--- src/rtl/imem_fetch_buffer.sv ---
// Fetch-stage instruction memory: valid/ready requests, 1- or 2-cycle read latency,
// a response FIFO that absorbs decode stalls, range/alignment faults, flush and a load port.
module imem_fetch_buffer #(
  parameter int                    DATA_WIDTH   = 32,
  parameter int                    DEPTH        = 64,
  parameter int                    READ_LATENCY = 1,
  parameter logic [31:0]           BASE_ADDR    = 32'h0000_0000,
  parameter logic [DATA_WIDTH-1:0] NOP_INSTR    = DATA_WIDTH'(32'h0000_0013)
) (
  input  logic                     i_clk,
  input  logic                     i_rst_n,
  input  logic                     i_req_valid,
  output logic                     o_req_ready,
  input  logic [31:0]              i_req_pc,
  output logic                     o_rsp_valid,
  input  logic                     i_rsp_ready,
  output logic [DATA_WIDTH-1:0]    o_rsp_instr,
  output logic [31:0]              o_rsp_pc,
  output logic [1:0]               o_rsp_fault,
  input  logic                     i_flush,
  input  logic                     i_load_en,
  input  logic [$clog2(DEPTH)-1:0] i_load_addr,
  input  logic [DATA_WIDTH-1:0]    i_load_data,
  output logic [31:0]              o_fetch_count
);

  localparam int AW = $clog2(DEPTH);
  localparam int FD = READ_LATENCY + 1;
  localparam int PW = (FD > 2) ? $clog2(FD) : 1;
  localparam int CW = $clog2(FD + 1);

  typedef struct packed {
    logic [DATA_WIDTH-1:0] instr;
    logic [31:0]           pc;
    logic [1:0]            fault;
  } entry_t;

  logic [DATA_WIDTH-1:0] r_mem [DEPTH];
  entry_t                r_fifo [FD];
  logic [PW-1:0]         r_rdPtr;
  logic [PW-1:0]         r_wrPtr;
  logic [CW-1:0]         r_count;
  logic [31:0]           r_lastPc;
  logic [31:0]           r_fetchCount;

  logic [31:0]           w_offset;
  logic [AW-1:0]         w_idx;
  logic [1:0]            w_fault;
  entry_t                w_reqEntry;
  entry_t                w_head;
  entry_t                w_pushEntry;
  logic                  w_push;
  logic                  w_pop;
  logic                  w_accept;
  logic [CW-1:0]         w_inflight;
  logic [CW-1:0]         w_creditsLeft;

  function automatic logic [PW-1:0] nextPtr(input logic [PW-1:0] p);
    return (p == PW'(FD - 1)) ? '0 : p + PW'(1);
  endfunction

  // Request decode: faulting requests never touch the memory array
  always_comb begin
    w_offset         = i_req_pc - BASE_ADDR;
    w_idx            = w_offset[AW+1:2];
    w_fault          = {(w_offset >= 32'(DEPTH * 4)), (i_req_pc[1:0] != 2'b00)};
    w_reqEntry       = '0;
    w_reqEntry.pc    = i_req_pc;
    w_reqEntry.fault = w_fault;
    w_reqEntry.instr = (w_fault != 2'b00) ? NOP_INSTR : r_mem[w_idx];
  end

  // Load port is read-first: the combinational read above sees the pre-write word
  always_ff @(posedge i_clk) begin
    if (i_rst_n && i_load_en) begin
      r_mem[i_load_addr] <= i_load_data;
    end
  end

  assign o_rsp_valid   = (r_count != '0);
  assign w_head        = r_fifo[r_rdPtr];
  assign w_pop         = o_rsp_valid && i_rsp_ready && !i_flush;
  assign w_creditsLeft = r_count + w_inflight - CW'(w_pop);
  assign o_req_ready   = i_rst_n && !i_flush && (w_creditsLeft < CW'(FD));
  assign w_accept      = i_req_valid && o_req_ready;

  generate
    if (READ_LATENCY == 1) begin : g_lat1
      assign w_push      = w_accept;
      assign w_pushEntry = w_reqEntry;
      assign w_inflight  = '0;
    end else begin : g_lat2
      logic   r_stageValid;
      entry_t r_stageEntry;

      // One registered read stage; a flush or reset kills whatever is in it
      always_ff @(posedge i_clk) begin
        if (!i_rst_n || i_flush) begin
          r_stageValid <= 1'b0;
        end else begin
          r_stageValid <= w_accept;
        end
        if (w_accept) begin
          r_stageEntry <= w_reqEntry;
        end
      end

      assign w_push      = r_stageValid;
      assign w_pushEntry = r_stageEntry;
      assign w_inflight  = CW'(r_stageValid);
    end
  endgenerate

  always_ff @(posedge i_clk) begin
    if (i_rst_n && !i_flush && w_push) begin
      r_fifo[r_wrPtr] <= w_pushEntry;
    end
  end

  // Credit accounting guarantees a push never lands on a full FIFO
  always_ff @(posedge i_clk) begin
    if (!i_rst_n || i_flush) begin
      r_rdPtr <= '0;
      r_wrPtr <= '0;
      r_count <= '0;
    end else begin
      if (w_push) begin
        r_wrPtr <= nextPtr(r_wrPtr);
      end
      if (w_pop) begin
        r_rdPtr <= nextPtr(r_rdPtr);
      end
      r_count <= r_count + CW'(w_push) - CW'(w_pop);
    end
  end

  always_ff @(posedge i_clk) begin
    if (!i_rst_n) begin
      r_fetchCount <= '0;
      r_lastPc     <= '0;
    end else begin
      if (w_pop) begin
        r_fetchCount <= r_fetchCount + 32'd1;
      end
      if (o_rsp_valid) begin
        r_lastPc <= w_head.pc;
      end
    end
  end

  // An empty FIFO presents a NOP and keeps showing the last PC seen at the head
  always_comb begin
    o_rsp_instr = NOP_INSTR;
    o_rsp_fault = 2'b00;
    o_rsp_pc    = r_lastPc;
    if (o_rsp_valid) begin
      o_rsp_instr = w_head.instr;
      o_rsp_fault = w_head.fault;
      o_rsp_pc    = w_head.pc;
    end
  end

  assign o_fetch_count = r_fetchCount;

endmodule

--- config.mk ---
export PLATFORM = sky130hd
export DESIGN_NAME = imem_fetch_buffer
export DESIGN_NICKNAME = d
export VERILOG_FILES = /design/src/rtl/imem_fetch_buffer.sv
export SDC_FILE = /design/constraint.sdc
export NUM_CORES = 2
export LEC_CHECK = 0
export ABC_AREA = 1
export CORE_MARGIN = 1
export CORE_UTILIZATION = 52
export DETAILED_ROUTE_END_ITERATION = 8
export PLACE_DENSITY = 0.66
export SYNTH_ARGS = -nofsm -noshare
export SYNTH_HDL_FRONTEND = slang
export SYNTH_SLANG_ARGS = --single-unit
--- constraint.sdc ---
create_clock -name i_clk -period 5.11 [get_ports i_clk]
set_input_delay 0.511 -clock i_clk [delete_from_list [all_inputs] [get_ports i_clk]]
set_output_delay 0.511 -clock i_clk [all_outputs]
set_load 0.005 [all_outputs]
==> reports/metrics.yaml <==
global_route:
  grt_max_degree: 177
  overflow: 0
  track_usage_pct: 29.2
  grt_pass1_vias: 58000
  antenna_found_initial: 9
  grt_pass1_wl_mm: 379
timing:
  rsz0062_at_grt: "false"
  fin_setup_tns_ps: 0
  drv_slew: 0
  setup_viol: 0
  finClkSkew_ps: 41.5
  worst_slew_pin_slew_ps: 1360
  max_clock_freq_mhz: 259
  finalCritPeriodShare_pct: 75.4
  min_period_ps: 3850
  relSlewSlack_pct: 9.11
  hold_viol: 0
die:
  rows: 153
  die_area_um2: 177000
  core_area_um2: 174000
  start_util_pct: 52.4
  die_w_um: 421
  die_height_um: 421
  pin_count: 176
worst_hold_path:
  hp-class: "input pin to flop"
clock_network:
  cts_tree: "built"
  clkSlewWorstSetupHoldPaths_ps: 70
  postCtsSetupRepairBufs: 0
  cts_resized: 0
  h-tree-depth: 4
  clk_path_buf_depth: 3
  cts-buffers-inserted: 220
  clkLatencyLatePin_ps: 860
  clockRootBuffer: "clkbuf_16"
  cts.sinks: 2249
  hold_buffers: 0
final_layout:
  nets: 7975
  regArea_um2: 66800
  area_delta_synth_final_pct: 12.7
  fillerInstances: 13700
  multi_input_area_um2: 21500
  layout-drive-gt1-share_pct: 8.44
  finish.utilization_pct: 59.1
drt:
  drtPass1Iterations: 6
  drc: 0
  vias: 61100
  routed_via_density: 5.86
  drt_wl_total_mm: 260
  initialDrtViolationCount: 7845
  antenna_left: 0
  wl_per_cell_um: 24.9
placed_design:
  dpl.hpwl_mm: 141
  portBuffers: 175
  gp_congestion: 0.858
worst_setup_path:
  worstSetupStartpointType: "input pin"
  r2r_slack_ps: 2100
  cp_slowest_stage_delay_ps: 600
  r2r-start: "r_count[1]"
  cp.arrival_ps: 3340
  crit_end: "o_req_ready"
  crit_path_max_fanout: 49
  cp_cell_sequence: "clkdlybuf4s50_1, buf_4, clkinv_1, nor2_1, inv_1, a21oi_1, clkdlybuf4s50_1"
  critPathSlowestCell: "clkinv_1"
  required_ps: 4600
  reg2reg_depth: 9
  crit_top_cell: "clkdlybuf4s50_1"
  r2r_end: "r_fifo[0][57]"
  critPathCaptureType: "primary output"
  crit_path_start: "i_rst_n"
  crit_type: "input pin to primary output"
logic_synthesis:
  synth.most_common_cell: "nand2_1"
  ys_ff_latch: 2249
  synth_xor_area_share_pct: 0.0288
  synthMuxAreaShare_pct: 0
  synth.largest_area_cell: "edfxtp_1"
  syn_nets: 7858
  syn_area_per_cell_um2: 11.7
  synth_fa_ha_area_share_pct: 0.0411
  yosys_warnings: 0
  synthTopCellsByArea: "edfxtp_1 (72%), nand3_1 (10%), nand2_1 (9.9%)"
  syn-instance-count: 7779
  synth_edf_count: 2180
  synthArstFlopShare_pct: 0
  synth_flop_cell: "edfxtp_1"
  synth_cell_types: 35
  synth_top_area_share_pct: 71.8
  ys_seq_area_share_pct: 73.3
  ys_top_cells_by_count: "nand2_1 (2,406), edfxtp_1 (2,180), nand3_1 (1,859), nor2_1 (269), buf_2 (252)"
  synth.cell_area_um2: 91200
  synth_compound_area_share_pct: 0.889
  synthSimpleGateAreaFrac_pct: 22.1
  synth_top_family_by_area: "simple AND/OR/NAND/NOR gates"
pwr:
  leakage_nw: 36.6
  max-vdd-ir-drop_mv: 0.312
  power_density_nw_per_um2: 374
run_status:
  status: "finished, final reports clean"
job:
  drv_cap: 0
[placed cells by master, fill, tap and decap left out, types with 5 or more instances in the layout]
cell type / count
buf_4: 162
clkinv_2: 56
nand2_1: 2406
inv_16: 5
or2_2: 44
and2_1: 32
clkdlybuf4s50_1: 137
nor3_1: 13
bufinv_16: 15
nor2_4: 69
clkbuf_1: 39
clkinvlp_4: 9
clkbuf_16: 224
inv_1: 217
edfxtp_1: 2180
nand3b_1: 8
clkinv_1: 62
nand4_1: 16
buf_2: 33
a21oi_1: 124
nor2_1: 202
o21ai_0: 33
nand3_1: 1859
buf_12: 36
dfxtp_1: 68
[cells by family after synthesis]
group                      after synthesis
AOI/OAI and AO/OA                      161
xor gates and xnor gates                 3
adders and majority gates                3
buffers and inverters                  703
DFF                                   2249
and+or+nand+nor                       4660
[metal layers]
metal,GRT usage [%],vias to the layer above,share of wire [%]
li1,-,27500,-
met1,40.7,29800,40
met2,45.6,3325,46
met3,5.87,450,11
met4,10.4,0,3.2
met5,0,-,0
[worst max-delay path: cells and delay by family]
family                 cells  cell delay, ps
AO/OA/AOI/OAI              1             200
AND/OR/NAND/NOR            1             380
buffers and inverters      5            2230
[power breakdown]
group | switching (mW) | leakage (nW) | total (mW) | internal (mW)
combinational | 1.70 | 12.9 | 2.26 | 0.559
sequential | 0.0213 | 20.3 | 20.3 | 20.3
clock | 7.01 | 3.46 | 15.9 | 8.84
total | 8.74 | 36.6 | 38.4 | 29.7
[cell type report]
| cell class | instances | share of cell area (%) |
|---|---|---|
| Sequential cell | 2249 | 65.0 |
| Clock inverter | 153 | 1.26 |
| Inverter | 226 | 0.861 |
| Multi-Input combinational cell | 4827 | 20.9 |
| Clock buffer | 265 | 5.62 |
| Timing Repair Buffer | 372 | 3.43 |
| Antenna cell | 4 | 0.00974 |
| Tap cell | 2325 | 2.83 |
[registers in the layout, indices dropped and copies added (netlist names), named ones only]
register and count:
o_fetch_count 32, r_rdPtr 1, r_wrPtr 1, r_lastPc 32
r_count 2, r_mem 2048, r_fifo 132
[how the worst min path moves through the flow]
stage,cells after the start,to,from,slack (ps)
global placement,2,flop,r_rdPtr,460
finish,1,r_fifo[0][5],i_req_pc[3],80
floorplan,2,flop,r_rdPtr,450
global route,1,r_fifo[0][5],i_req_pc[3],80
CTS,1,r_fifo[0][5],i_req_pc[3],90
detailed placement,2,flop,r_rdPtr,470
[metrics by stage]
| stage | hold WS (ps) | worst slack (ps) | power [mW] | cells | instance area [µm²] |
|---|---|---|---|---|---|
| after floorplan | 447 | 625 | 21.9 | 7779 | 91200 |
| after global placement | 460 | 868 | 22.9 | 9999 | 95700 |
| after detailed placement | 468 | 822 | 22.9 | 9999 | 95700 |
| after CTS | 85.0 | 1290 | 38.5 | 10400 | 103000 |
| after global routing | 83.7 | 1060 | 39.4 | 10400 | 103000 |
| final | 82.4 | 1260 | 38.4 | 10400 | 103000 |
Power figures use the tool's default switching activity.
